## src/rtl/vx_wb_commit.sv

```systemverilog
// Writeback commit: turns multi-beat writeback sequences into register-file writes and scoreboard releases.
// Optional performance counters are enabled with WB_COMMIT_PERF_EN.
module vx_wb_commit #(
  parameter int ISSUE_WIS   = 4,
  parameter int NUM_THREADS = 4,
  parameter int XLEN        = 32,
  parameter int NR_BITS     = 6,
  parameter int LANE_BITS   = 3,
  localparam int WIS_W      = (ISSUE_WIS > 1) ? $clog2(ISSUE_WIS) : 1,
  localparam int DW         = NUM_THREADS * XLEN
) (
  input  logic                   clk,
  input  logic                   reset,
  input  logic                   wb_valid,
  input  logic [WIS_W-1:0]       wb_wis,
  input  logic [NUM_THREADS-1:0] wb_tmask,
  input  logic [NR_BITS-1:0]     wb_rd,
  input  logic [DW-1:0]          wb_data,
  input  logic                   wb_sop,
  input  logic                   wb_eop,
  input  logic                   wb_is_vec,
  input  logic [NR_BITS-1:0]     wb_vd,
  input  logic [LANE_BITS-1:0]   wb_vd_lane_id,
  input  logic                   wb_vd_is_last,
  output logic                   rf_wr_valid,
  output logic [WIS_W-1:0]       rf_wr_wis,
  output logic [NUM_THREADS-1:0] rf_wr_tmask,
  output logic [NR_BITS-1:0]     rf_wr_addr,
  output logic [LANE_BITS-1:0]   rf_wr_lane,
  output logic                   rf_wr_is_vec,
  output logic [DW-1:0]          rf_wr_data,
  output logic                   rel_valid,
  output logic [WIS_W-1:0]       rel_wis,
  output logic [NR_BITS-1:0]     rel_reg,
  output logic                   rel_is_vec,
  output logic [3:0]             proto_err,
  output logic [31:0]            perf_beats,
  output logic [31:0]            perf_instrs
);

  typedef enum logic {S_IDLE = 1'b0, S_BUSY = 1'b1} slot_state_e;

  slot_state_e          state_q [ISSUE_WIS];
  slot_state_e          state_d [ISSUE_WIS];
  logic                 vec_q   [ISSUE_WIS];
  logic                 vec_d   [ISSUE_WIS];
  logic [NR_BITS-1:0]   dest_q  [ISSUE_WIS];
  logic [NR_BITS-1:0]   dest_d  [ISSUE_WIS];
  logic [LANE_BITS-1:0] lane_q  [ISSUE_WIS];
  logic [LANE_BITS-1:0] lane_d  [ISSUE_WIS];

  logic               do_wr;
  logic               do_rel;
  logic [3:0]         err_set;
  logic [NR_BITS-1:0] beat_dest;
  logic               last_err;

  assign beat_dest = wb_is_vec ? wb_vd : wb_rd;
  assign last_err  = wb_is_vec && (wb_eop != wb_vd_is_last);

  always_comb begin
    state_d = state_q;
    vec_d   = vec_q;
    dest_d  = dest_q;
    lane_d  = lane_q;
    do_wr   = 1'b0;
    do_rel  = 1'b0;
    err_set = 4'b0000;
    if (wb_valid) begin
      if (wb_sop) begin
        // An sop on a busy slot abandons the old sequence and starts afresh.
        if (state_q[wb_wis] == S_BUSY) err_set[1] = 1'b1;
        if (last_err) begin
          err_set[3]       = 1'b1;
          state_d[wb_wis]  = S_IDLE;
        end else begin
          do_wr = 1'b1;
          if (wb_eop) begin
            do_rel          = 1'b1;
            state_d[wb_wis] = S_IDLE;
          end else begin
            state_d[wb_wis] = S_BUSY;
            vec_d[wb_wis]   = wb_is_vec;
            dest_d[wb_wis]  = beat_dest;
            lane_d[wb_wis]  = wb_vd_lane_id + LANE_BITS'(1);
          end
        end
      end else if (state_q[wb_wis] == S_IDLE) begin
        err_set[0] = 1'b1;
      end else begin
        if ((wb_is_vec != vec_q[wb_wis]) || (beat_dest != dest_q[wb_wis]) || last_err)
          err_set[3] = 1'b1;
        if (wb_is_vec && (wb_vd_lane_id != lane_q[wb_wis]))
          err_set[2] = 1'b1;
        if (err_set[3:2] != 2'b00) begin
          state_d[wb_wis] = S_IDLE;
        end else begin
          do_wr          = 1'b1;
          lane_d[wb_wis] = lane_q[wb_wis] + LANE_BITS'(1);
          if (wb_eop) begin
            do_rel          = 1'b1;
            state_d[wb_wis] = S_IDLE;
          end
        end
      end
    end
  end

  always_ff @(posedge clk) begin
    if (!reset) begin
      for (int i = 0; i < ISSUE_WIS; i++) begin
        state_q[i] <= S_IDLE;
        vec_q[i]   <= 1'b0;
        dest_q[i]  <= '0;
        lane_q[i]  <= '0;
      end
    end else begin
      state_q <= state_d;
      vec_q   <= vec_d;
      dest_q  <= dest_d;
      lane_q  <= lane_d;
    end
  end

  // Data outputs only move on a strobe so they hold between pulses.
  always_ff @(posedge clk) begin
    if (!reset) begin
      rf_wr_valid  <= 1'b0;
      rf_wr_wis    <= '0;
      rf_wr_tmask  <= '0;
      rf_wr_addr   <= '0;
      rf_wr_lane   <= '0;
      rf_wr_is_vec <= 1'b0;
      rf_wr_data   <= '0;
      rel_valid    <= 1'b0;
      rel_wis      <= '0;
      rel_reg      <= '0;
      rel_is_vec   <= 1'b0;
      proto_err    <= 4'b0000;
    end else begin
      rf_wr_valid <= do_wr;
      rel_valid   <= do_rel;
      proto_err   <= proto_err | err_set;
      if (do_wr) begin
        rf_wr_wis    <= wb_wis;
        rf_wr_tmask  <= wb_tmask;
        rf_wr_addr   <= beat_dest;
        rf_wr_lane   <= wb_is_vec ? wb_vd_lane_id : '0;
        rf_wr_is_vec <= wb_is_vec;
        rf_wr_data   <= wb_data;
      end
      if (do_rel) begin
        rel_wis    <= wb_wis;
        rel_reg    <= beat_dest;
        rel_is_vec <= wb_is_vec;
      end
    end
  end

`ifdef WB_COMMIT_PERF_EN
  always_ff @(posedge clk) begin
    if (!reset) begin
      perf_beats  <= '0;
      perf_instrs <= '0;
    end else begin
      if (do_wr)  perf_beats  <= perf_beats + 32'd1;
      if (do_rel) perf_instrs <= perf_instrs + 32'd1;
    end
  end
`else
  assign perf_beats  = 32'd0;
  assign perf_instrs = 32'd0;
`endif

endmodule

```

## config.mk

```make
export PLATFORM = sky130hd
export DESIGN_NAME = vx_wb_commit
export DESIGN_NICKNAME = d
export VERILOG_FILES = /design/src/rtl/vx_wb_commit.sv
export SDC_FILE = /design/constraint.sdc
export NUM_CORES = 1
export LEC_CHECK = 0
export BUFFER_PORTS_ARGS = -buffer_cell sky130_fd_sc_hd__buf_2
export CAP_MARGIN = 20
export CORE_AREA = 2 2 146 148
export DETAILED_ROUTE_END_ITERATION = 8
export DIE_AREA = 0 0 148 150
export GPL_TIMING_DRIVEN = 0
export PLACE_DENSITY = 0.76
export SLEW_MARGIN = 20
export SYNTH_ARGS = -nofsm -noshare
export SYNTH_HDL_FRONTEND = slang
export SYNTH_SLANG_ARGS = --single-unit
```

## constraint.sdc

```tcl
create_clock -name clk -period 2.65 [get_ports clk]
set_clock_uncertainty 0.05 [all_clocks]
set_input_delay 0.1325 -clock clk [delete_from_list [all_inputs] [get_ports clk]]
set_output_delay 0.1325 -clock clk [all_outputs]
set_load 0.02 [all_outputs]
```

==> metrics.cfg <==
[floorplan]
core_um2 = 20700
fp-row-count = 53
die_h_um = 150
die_w_um = 148
initial_core_util_pct = 45.1
pin_count = 379
dieArea_um2 = 22200

[worst_setup_path]
arrival_ps = 2960
crit_fanout = 10
crit_path_end_kind = flop
slowest_delay_ps = 470
required_ps = 3010
startpoint_type = flop
criticalPathCategory = reg2reg
worst_path_max_delay_cell = mux4_2
crit_chain = mux4_2 > xnor2_1 > nor4b_2 > and4b_1 > buf_4 > nor2_4 > buf_12 > buf_12 > mux2i_1
cpMostUsedCell = buf_12

[final_layout]
drive_gt1_share_pct = 29.5
nNetsFinal = 1707
register_area_um2 = 4060
largest-register = rf_wr_data
multi_input_area_um2 = 4520
area_growth_pct = 45.5
layout.cells.most_common = nand2_1
nFillCells = 1617
top_regs = rf_wr_data (128), dest_q (24), lane_q (12)
final_cell_mix = nand2_1 (319), buf_2 (318), dfxtp_1 (203)
largest_register_ff_count = 128

[run]
max_cap_viol_count = 0

[clocking]
cts_buffer_depth = 3
clk_latency_ps = 500
clock-sinks = 203
cts_tree = yes
clkSlewWorstSetupHoldPaths_ps = 60
ctsRootBufferMaster = clkbuf_16
htreeDepth = 1
cts_made_buffers = 22

[synthesis]
yosysTopAreaCell = dfxtp_1
synth_warnings = 0
yosysSeqAreaShare_pct = 43.5
synth_area_leaders = dfxtp_1 (44%), mux2i_1 (17%), nand2_1 (13%)
synth_ff_type = dfxtp_1
synthCells = 1011
syn_area_per_cell_um2 = 9.24
ys_ff_latch = 203
synth_cell_types = 48
synth_async_sr_flop_share_pct = 0
syn_area_um2 = 9340
synth_top_area_share_pct = 43.5
synth-edff-count = 0

[placement]
hpwl_um = 21100
numPortBuffers = 313
finalWeightedCongestion = 0.862

[power]
p_leak_nw = 7.31
power_mw = 7.67
cellPowerDensity_nw_per_um2 = 564
irDropWorstVdd_mv = 0.515

[drt]
drt_pass1_iterations = 5
drc_errors = 0
viasPerCell = 5.08
vias = 9346
ant_nets = 0
drt_iter0_drc = 450
routed_wirelength_um = 32000
wl_per_cell_um = 17.4

[sta]
final-hold-violation-count = 0
setup_viol = 0
max_clock_freq_mhz = 383
maxSlewHeadroom_pct = 45.6
finalSetupTns_ps = 0
rsz0062_at_grt = false
finalCritPeriodShare_pct = 98.4
post-route-min-period_ps = 2610
drv_slew = 0
tightestPinTransition_ps = 794

[grt]
grt_pass1_wl_um = 48400
antenna_found_initial = 0
grt-ovfl-total = 0
grt_usage_pct = 27.2
grt_pass1_vias = 9222
grt_start_max_net_pins = 14

[min_path]
min-delay-path-class = in2reg

[outcome]
status = finished clean

==> area by class of cell <==
type / count / area share (%)
clock buffer: 32 / 4.70
multi-input combinational: 729 / 33.3
inverter: 2 / 0.0552
clock inverter: 8 / 0.534
antenna: 1 / 0.0184
tap: 275 / 2.53
sequential: 203 / 29.9
buffer: 140 / 7.35
timing repair buffer: 451 / 21.7
==> synth_stat cells, types with 4 or more instances <==
| cell | instances |
|---|---|
| nor2b_1 | 7 |
| buf_6 | 5 |
| clkbuf_1 | 50 |
| a32oi_1 | 7 |
| xnor2_1 | 7 |
| nand2b_1 | 10 |
| o211ai_1 | 11 |
| and3_1 | 4 |
| nand2_1 | 319 |
| mux2i_1 | 155 |
| nor2_1 | 14 |
| mux4_2 | 10 |
| buf_4 | 66 |
| o211a_1 | 24 |
| o221a_2 | 4 |
| dfxtp_1 | 203 |
| nand3_1 | 52 |
| buf_12 | 11 |
| buf_2 | 5 |
==> path summary, 6_finish.rpt <==
kind | from | endpoint | slack (ps) | cells after the start
min | wb_vd[2] | dest_q[20] | 40 | 4
max reg2reg | dest_q[2] | rf_wr_data[27] | 40 | 9
min reg2reg | rf_wr_data[126] | rf_wr_data[126] | 400 | 2
max | dest_q[2] | rf_wr_data[27] | 40 | 9
==> stage by stage <==
stage          cells  hold slack (ps)  setup WS [ps]  instance area [um^2]  util, %
6_report        1841             39.0           42.1                 13600     65.7
3_5_place_dp    1662              330           -175                 11500     55.5
4_1_cts         1839             20.0           39.7                 13600     65.6
2_1_floorplan   1074              221            392                  9580        -
3_3_place_gp    1662              326           -101                 11500     55.5
5_1_grt         1840             61.9           9.71                 13600     65.7
==> per-layer routing <==
metal / share of wire (%) / track usage, % / vias up
met3: 7.8 / 6.22 / 124
met4: 5.0 / 13.2 / 0
met2: 51 / 48.7 / 472
met5: 0 / 0 / -
met1: 36 / 30.6 / 4400
li1: - / - / 4350
==> kinds of logic after synthesis <==
group	Yosys count	synth area share (%)
fa+ha+maj	2	0.268
simple gates	421	18.9
other cells	1	0.0401
flops	203	43.5
mux	169	19.7
compound gates	63	5.93
xor+xnor	10	0.938
buf+inv	142	10.7
==> worst max-delay path, delay by kind of cell, from the launching register on <==
family,cells,cell delay [ps]
muxes,2,740
buffers and inverters,3,540
DFF,1,310
xor gates and xnor gates,1,380
and+or+nand+nor,3,490
==> repair_timing <==
action                     4_1_cts  5_1_grt
buffers inserted                 0        1
gates resized for setup          0        6
hold endpoints to repair       137        0
setup endpoints to repair        0       57
hold buffers                   137        0
==> where the power goes <==
group	leakage, nW	internal [mW]	switching (mW)	total, mW
registers	1.65	3.19	0.0753	3.26
clock network	0.354	1.78	1.26	3.04
logic	5.30	0.603	0.770	1.37
total	7.31	5.57	2.10	7.67
Power figures use the tool's default switching activity.
